--- src/rtl/mem_access_sequencer.sv ---
// Single-port memory sequencer that arbitrates instruction fetches and load/stores.
// Optional ARB_ROUND_ROBIN_EN swaps fixed data priority for alternating grants.
module mem_access_sequencer #(
  parameter int ADDR_W = 16,
  parameter int DATA_W = 16
) (
  input  logic              clk,
  input  logic              reset,
  input  logic              fetch_req,
  input  logic [ADDR_W-1:0] fetch_addr,
  output logic              fetch_ack,
  output logic [DATA_W-1:0] instruction,
  input  logic              data_req,
  input  logic              data_we,
  input  logic [ADDR_W-1:0] data_addr,
  input  logic [DATA_W-1:0] data_wdata,
  output logic              data_ack,
  output logic [DATA_W-1:0] mem_data,
  output logic [ADDR_W-1:0] mem_addr,
  output logic [DATA_W-1:0] mem_wdata,
  output logic              mem_we,
  input  logic [DATA_W-1:0] mem_rdata,
  output logic              busy
);

  typedef enum logic [1:0] {IDLE, RD_ADDR, RD_CAP, WR} stateT;

  stateT             state, nextState;
  logic [ADDR_W-1:0] addrReg;
  logic [DATA_W-1:0] wdataReg;
  logic              ownerFetch;
  logic              grantFetch, grantData;
  logic              fetchPend, dataPend;
`ifdef ARB_ROUND_ROBIN_EN
  logic              lastGrantData;
`endif

  // A requester whose ack is high this cycle is masked so a held req is not re-taken.
  assign fetchPend = fetch_req & ~fetch_ack;
  assign dataPend  = data_req  & ~data_ack;

  always_comb begin
    nextState  = state;
    grantFetch = 1'b0;
    grantData  = 1'b0;
    case (state)
      IDLE: begin
`ifdef ARB_ROUND_ROBIN_EN
        if (fetchPend && dataPend) begin
          grantData  = ~lastGrantData;
          grantFetch = lastGrantData;
        end else begin
          grantData  = dataPend;
          grantFetch = fetchPend;
        end
`else
        grantData  = dataPend;
        grantFetch = fetchPend & ~dataPend;
`endif
        if (grantData)       nextState = data_we ? WR : RD_ADDR;
        else if (grantFetch) nextState = RD_ADDR;
      end
      RD_ADDR: nextState = RD_CAP;
      RD_CAP:  nextState = IDLE;
      WR:      nextState = IDLE;
      default: nextState = IDLE;
    endcase
  end

  always_ff @(posedge clk) begin
    if (reset) begin
      state       <= IDLE;
      fetch_ack   <= 1'b0;
      data_ack    <= 1'b0;
      instruction <= '0;
      mem_data    <= '0;
      addrReg     <= '0;
      wdataReg    <= '0;
      ownerFetch  <= 1'b0;
`ifdef ARB_ROUND_ROBIN_EN
      lastGrantData <= 1'b1;
`endif
    end else begin
      state     <= nextState;
      fetch_ack <= (state == RD_CAP) && ownerFetch;
      data_ack  <= ((state == RD_CAP) && !ownerFetch) || (state == WR);
      if (grantFetch || grantData) begin
        addrReg    <= grantData ? data_addr : fetch_addr;
        ownerFetch <= grantFetch;
`ifdef ARB_ROUND_ROBIN_EN
        lastGrantData <= grantData;
`endif
      end
      if (grantData && data_we) wdataReg <= data_wdata;
      // Synchronous-read data arrives in the cycle after the address was presented.
      if (state == RD_CAP) begin
        if (ownerFetch) instruction <= mem_rdata;
        else            mem_data    <= mem_rdata;
      end
    end
  end

  assign mem_addr  = addrReg;
  assign mem_wdata = wdataReg;
  assign mem_we    = (state == WR);
  assign busy      = (state != IDLE);

endmodule

--- config.mk ---
export PLATFORM = sky130hd
export DESIGN_NAME = mem_access_sequencer
export DESIGN_NICKNAME = d
export VERILOG_FILES = /design/src/rtl/mem_access_sequencer.sv
export SDC_FILE = /design/constraint.sdc
export NUM_CORES = 1
export LEC_CHECK = 0
export CORE_ASPECT_RATIO = 0.75
export CORE_UTILIZATION = 44
export DETAILED_ROUTE_END_ITERATION = 12
export PLACE_DENSITY = 0.85
export SKIP_LAST_GASP = 1
export SLEW_MARGIN = 40
export SYNTH_ARGS = -nofsm -noshare
export SYNTH_HDL_FRONTEND = slang
export SYNTH_SLANG_ARGS = --single-unit
--- constraint.sdc ---
create_clock -name clk -period 3.15 [get_ports clk]
set_input_delay 0.4725 -clock clk [delete_from_list [all_inputs] [get_ports clk]]
set_output_delay 0.4725 -clock clk [all_outputs]
set_load 0.02 [all_outputs]
== After elaboration in Yosys (flattened, before gate mapping) ==
Index checks and enable logic that the tools add are counted.
Widths: inputs -> output; s select.
Word-level totals
  logic and storage cells: 37
  input bits: 69
  output and inout port bits: 68
  bits in registers: 69
Cells by class
  multiplexer cells: 7
  reduce and logical (&&, ||, !) cells: 11
  bitwise operators: 7
  equality and inequality tests: 4
Operator list (number)
  $mux 16: 1
  $mux 2: 3
  $pmux 2 s3: 1
  $eq 2x2->1 const B: 2
  $not 1->1: 4
  $reduce_and 2->1: 2
  $and 1x1->1: 3
  $logic_and 1x1->1: 3
  $ne 3x3->1 const B: 1
  $eq 2x1->1 const B: 1
  $logic_not 2->1: 1
  $logic_or 1x1->1: 2
  $mux 1: 2
  $reduce_bool 2->1: 1
  $reduce_or 2->1: 1
  $logic_not 1->1: 1

== Depth between registers and ports, before layout ==
  depth after elaboration: 7
  gate-level depth with buffers: 6
  gate-level depth less buffers: 4

== Least setup slack after synthesis ==
Ideal clock, no wire load.
  path type: flip-flop to flip-flop
  start: register data_ack
  end: register addrReg[10], in the netlist mem_addr[10]
  path slack: 1660 ps
  library setup time: 73 ps
  arrival: 1417 ps
  path buffers: 3
  data required time: 3077 ps
  clock period less this slack: 1490 ps
  stages on the path, launching flop included: 7
  cell sequence: dfxtp_1 nand2b_1 clkbuf_1 buf_2 clkbuf_1 nand3_1 o211ai_2
On the way
  longest elaborated chain between the ends: 6
  elaborated cells between the ends (all ways): 8
  those cells by class: mux: 3; bitwise: 4; reduce/logical: 1
RTL lines
  start, declared: RTL line 17  | output logic data_ack,
  start signal, assigned: RTL line 86  | data_ack <= ((state == RD_CAP) && !ownerFetch) || (state == WR);
  $not 1->1 (*): RTL line 40  | assign dataPend = data_req & ~data_ack;
  $and 1x1->1 (*): RTL line 40
  $not 1->1: RTL line 58  | grantFetch = fetchPend & ~dataPend;
  $and 1x1->1: RTL line 58
  $mux 1: RTL line 46  | case (state)
  $logic_or 1x1->1: RTL line 87  | if (grantFetch || grantData) begin
  end signal, assigned: RTL line 88  | addrReg <= grantData ? data_addr : fetch_addr;
  end, declared: RTL line 29  | logic [ADDR_W-1:0] addrReg;
Every way passes the cells marked *; elsewhere a longest branch is shown, timed or not.
A chain may end at the register's enable or synchronous reset.

== Final worst setup path ==
  start: register state[0]
  end: output port busy
On the way
  longest elaborated chain between the ends: 1
RTL lines
  start, declared: RTL line 28  | stateT state, nextState;
  start signal, assigned: RTL line 84  | state <= nextState;
  $reduce_bool 2->1: RTL line 106  | assign busy = (state != IDLE);
  end, declared: RTL line 23  | output logic busy
Every way passes these cells.

==> out/qor.yml <==
run_status:
  status: "complete, no violations"
synthesis:
  ys_warn_count: 0
  yosys_register_bits: 69
  synth_most_common_cell: "nand2_1"
  synthTopCellsByCount: "nand2_1 (80), dfxtp_1 (69), a21oi_1 (50)"
  ys.flop_type: "dfxtp_1"
  synth_area_leaders: "dfxtp_1 (47%), nand2_1 (10%), a21oi_1 (8.6%)"
  syn-num-nets: 415
  synth_area_mm2: 0.002919
  postSynthCellCount: 346
  yosysUniqueCellTypes: 27
  synth_async_sr_flop_share_pct: 0
  avgSynthCellArea_um2: 8.437
  seq_area_frac_synth_pct: 47.32
  yosysTopAreaCell: "dfxtp_1"
  synth_edf_count: 0
  synth_top_area_share_pct: 47.32
power_and_ir_drop:
  leakage_nw: 1.629
  p_per_area_mw_per_mm2: 509.0
  vdd_drop_max_mv: 0.3585
floorplan:
  dieWidth_um: 96.05
  die_area_mm2: 0.006967
  core_mm2: 0.006350
  initial_core_util_pct: 45.97
  die_h_um: 72.54
  io_pins: 137
  rows: 25
global_routing:
  grt_use_met2_pct: 41.06
  grt.total_usage_pct: 24.73
  overflow: 0
  grt_start_max_net_pins: 36
  grt_use_met1_pct: 29.14
  grt-busiest-layer: "met2"
  grt_pass1_wl_um: 13280
  met3_usage_pct: 9.853
  antenna_found_initial: 0
  grt_pass1_vias: 2884
detailed_routing:
  wl_per_cell_um: 15.10
  viasPerCell: 5.325
  initialDrtViolationCount: 133
  drcViolationCount: 0
  drt-total-wl_um: 8350
  drtPass1Iterations: 4
  dr_total_vias: 2945
  ant_nets: 0
clock_tree:
  cts-root-buf: "clkbuf_8"
  h-tree-depth: 3
  cts_num_sinks: 69
  cts.path.max_buffers: 2
  cts_made_buffers: 9
  clock_latency_ps: 340
  clkTransAtPathRegs_ps: 80
  tritoncts: "yes"
  post_cts_buffers: 0
  cts_hold_buf: 0
  cts_resized: 0
setup_path:
  crit_path_end_kind: "primary output"
  start_kind: "flip-flop"
  worstPathArrival_ps: 1940
  cp_max_fo: 18
  criticalPathCategory: "flip-flop to primary output"
  reg2regPathDepth: 4
  cp_data_required_time_ps: 2680
sta:
  clock.fmax_ghz: 0.4143
  setup_viol_count_final: 0
  maxSlewHeadroom_pct: 50.23
  hold_viol: 0
  worstMarginPinSlew_ps: 745.8
  maxSlewViolCount: 0
  rsz0062_at_grt: "no"
  finalClockSkew_ps: 6.324
  fin_setup_tns_ps: 0
  post-route-period-util_pct: 76.63
  fin_crit_ps: 2414
min_path:
  hold_path.class: "flip-flop to flip-flop"
  min_delay_path_depth: 2
layout:
  drive_gt1_share_pct: 7.839
  antenna_cells: 0
  nets: 537
  stdcell_count: 553
  synthToLayoutAreaGrowth_pct: 55.34
placement:
  port_buffers: 136
  hpwl_um: 5708
  dp.cells: 538
  globalplace.congestion: 0.8007
flow_run:
  drv_cap: 0
state kept, by name (all words and copies together) (netlist names):
name,count
state,2
fetch_ack,1
mem_data,16
ownerFetch,1
instruction,16
mem_wdata,16
mem_addr,16
data_ack,1
metrics by stage:
stage	total power [mW]	setup WS (ps)	utilization, %	cell area (um^2)	hold WS [ps]
finish	2.308	736.1	71.41	4534	458.5
global route	2.402	652.9	71.41	4534	472.1
CTS	2.318	734.0	71.41	4534	460.4
detailed placement	1.463	839.5	67.68	4298	449.6
global placement	1.454	887.8	67.59	4292	441.6
floorplan	1.228	1660	-	2919	513.8
cell usage in the layout, fill, tap and decap left out, types with 2 or more instances in the layout:
cell,Yosys,layout
a21oi_1,50,50
clkdlybuf4s50_1,0,135
nor2_1,4,4
dfxtp_1,69,69
nand2_1,80,80
mux2i_1,16,16
clkinvlp_4,0,3
nand3_1,16,16
o211ai_2,9,9
bufinv_16,0,3
nand4_1,16,16
inv_2,2,2
clkbuf_8,0,9
o211ai_1,7,7
nor2b_1,17,17
o31ai_1,16,16
buf_4,0,7
final timing paths:
| path | start | endpoint | slack [ps] |
|---|---|---|---|
| hold reg to reg | mem_data[5]$_SDFFE_PP0P_ | mem_data[5]$_SDFFE_PP0P_ | 460 |
| setup / recovery | state[0]$_SDFFE_PP0P_ | busy | 740 |
| hold / removal | mem_data[5]$_SDFFE_PP0P_ | mem_data[5]$_SDFFE_PP0P_ | 460 |
| setup reg to reg | state[0]$_SDFFE_PP0P_ | mem_addr[3]$_SDFFE_PP0P_ | 1200 |
layer usage:
metal  routed length (um)  vias to the layer above
met5                    0                        -
met4                  163                        0
met3                  765                       14
met2                 3940                      122
met1                 3481                     1363
li1                     -                     1446
worst max-delay path, cell delays in order (launching register included):
cell and delay (ps):
dfxtp_1 390, nor2_4 420, inv_2 200, clkdlybuf4s50_1 580
kinds of logic after synthesis:
| logic type | after synthesis | share of synthesized area, % |
|---|---|---|
| AO/OA/AOI/OAI | 84 | 18.90 |
| buffers and inverters | 35 | 5.187 |
| flip-flops | 69 | 47.32 |
| multiplexers | 16 | 5.486 |
| AND/OR/NAND/NOR | 142 | 23.10 |
final cells by class:
cell class,instances,area [um^2]
Fill cell,501,1815
Sequential cell,69,1381
Clock inverter,6,112.6
Timing Repair Buffer,143,1409
Inverter,3,11.26
Multi-Input combinational cell,242,1395
Clock buffer,9,123.9
Tap cell,81,101.3
report_power, final:
group	switching [mW]	internal, mW
clock network	0.339	0.521
registers	0.0341	0.927
logic	0.250	0.237
Power figures use the tool's default switching activity.
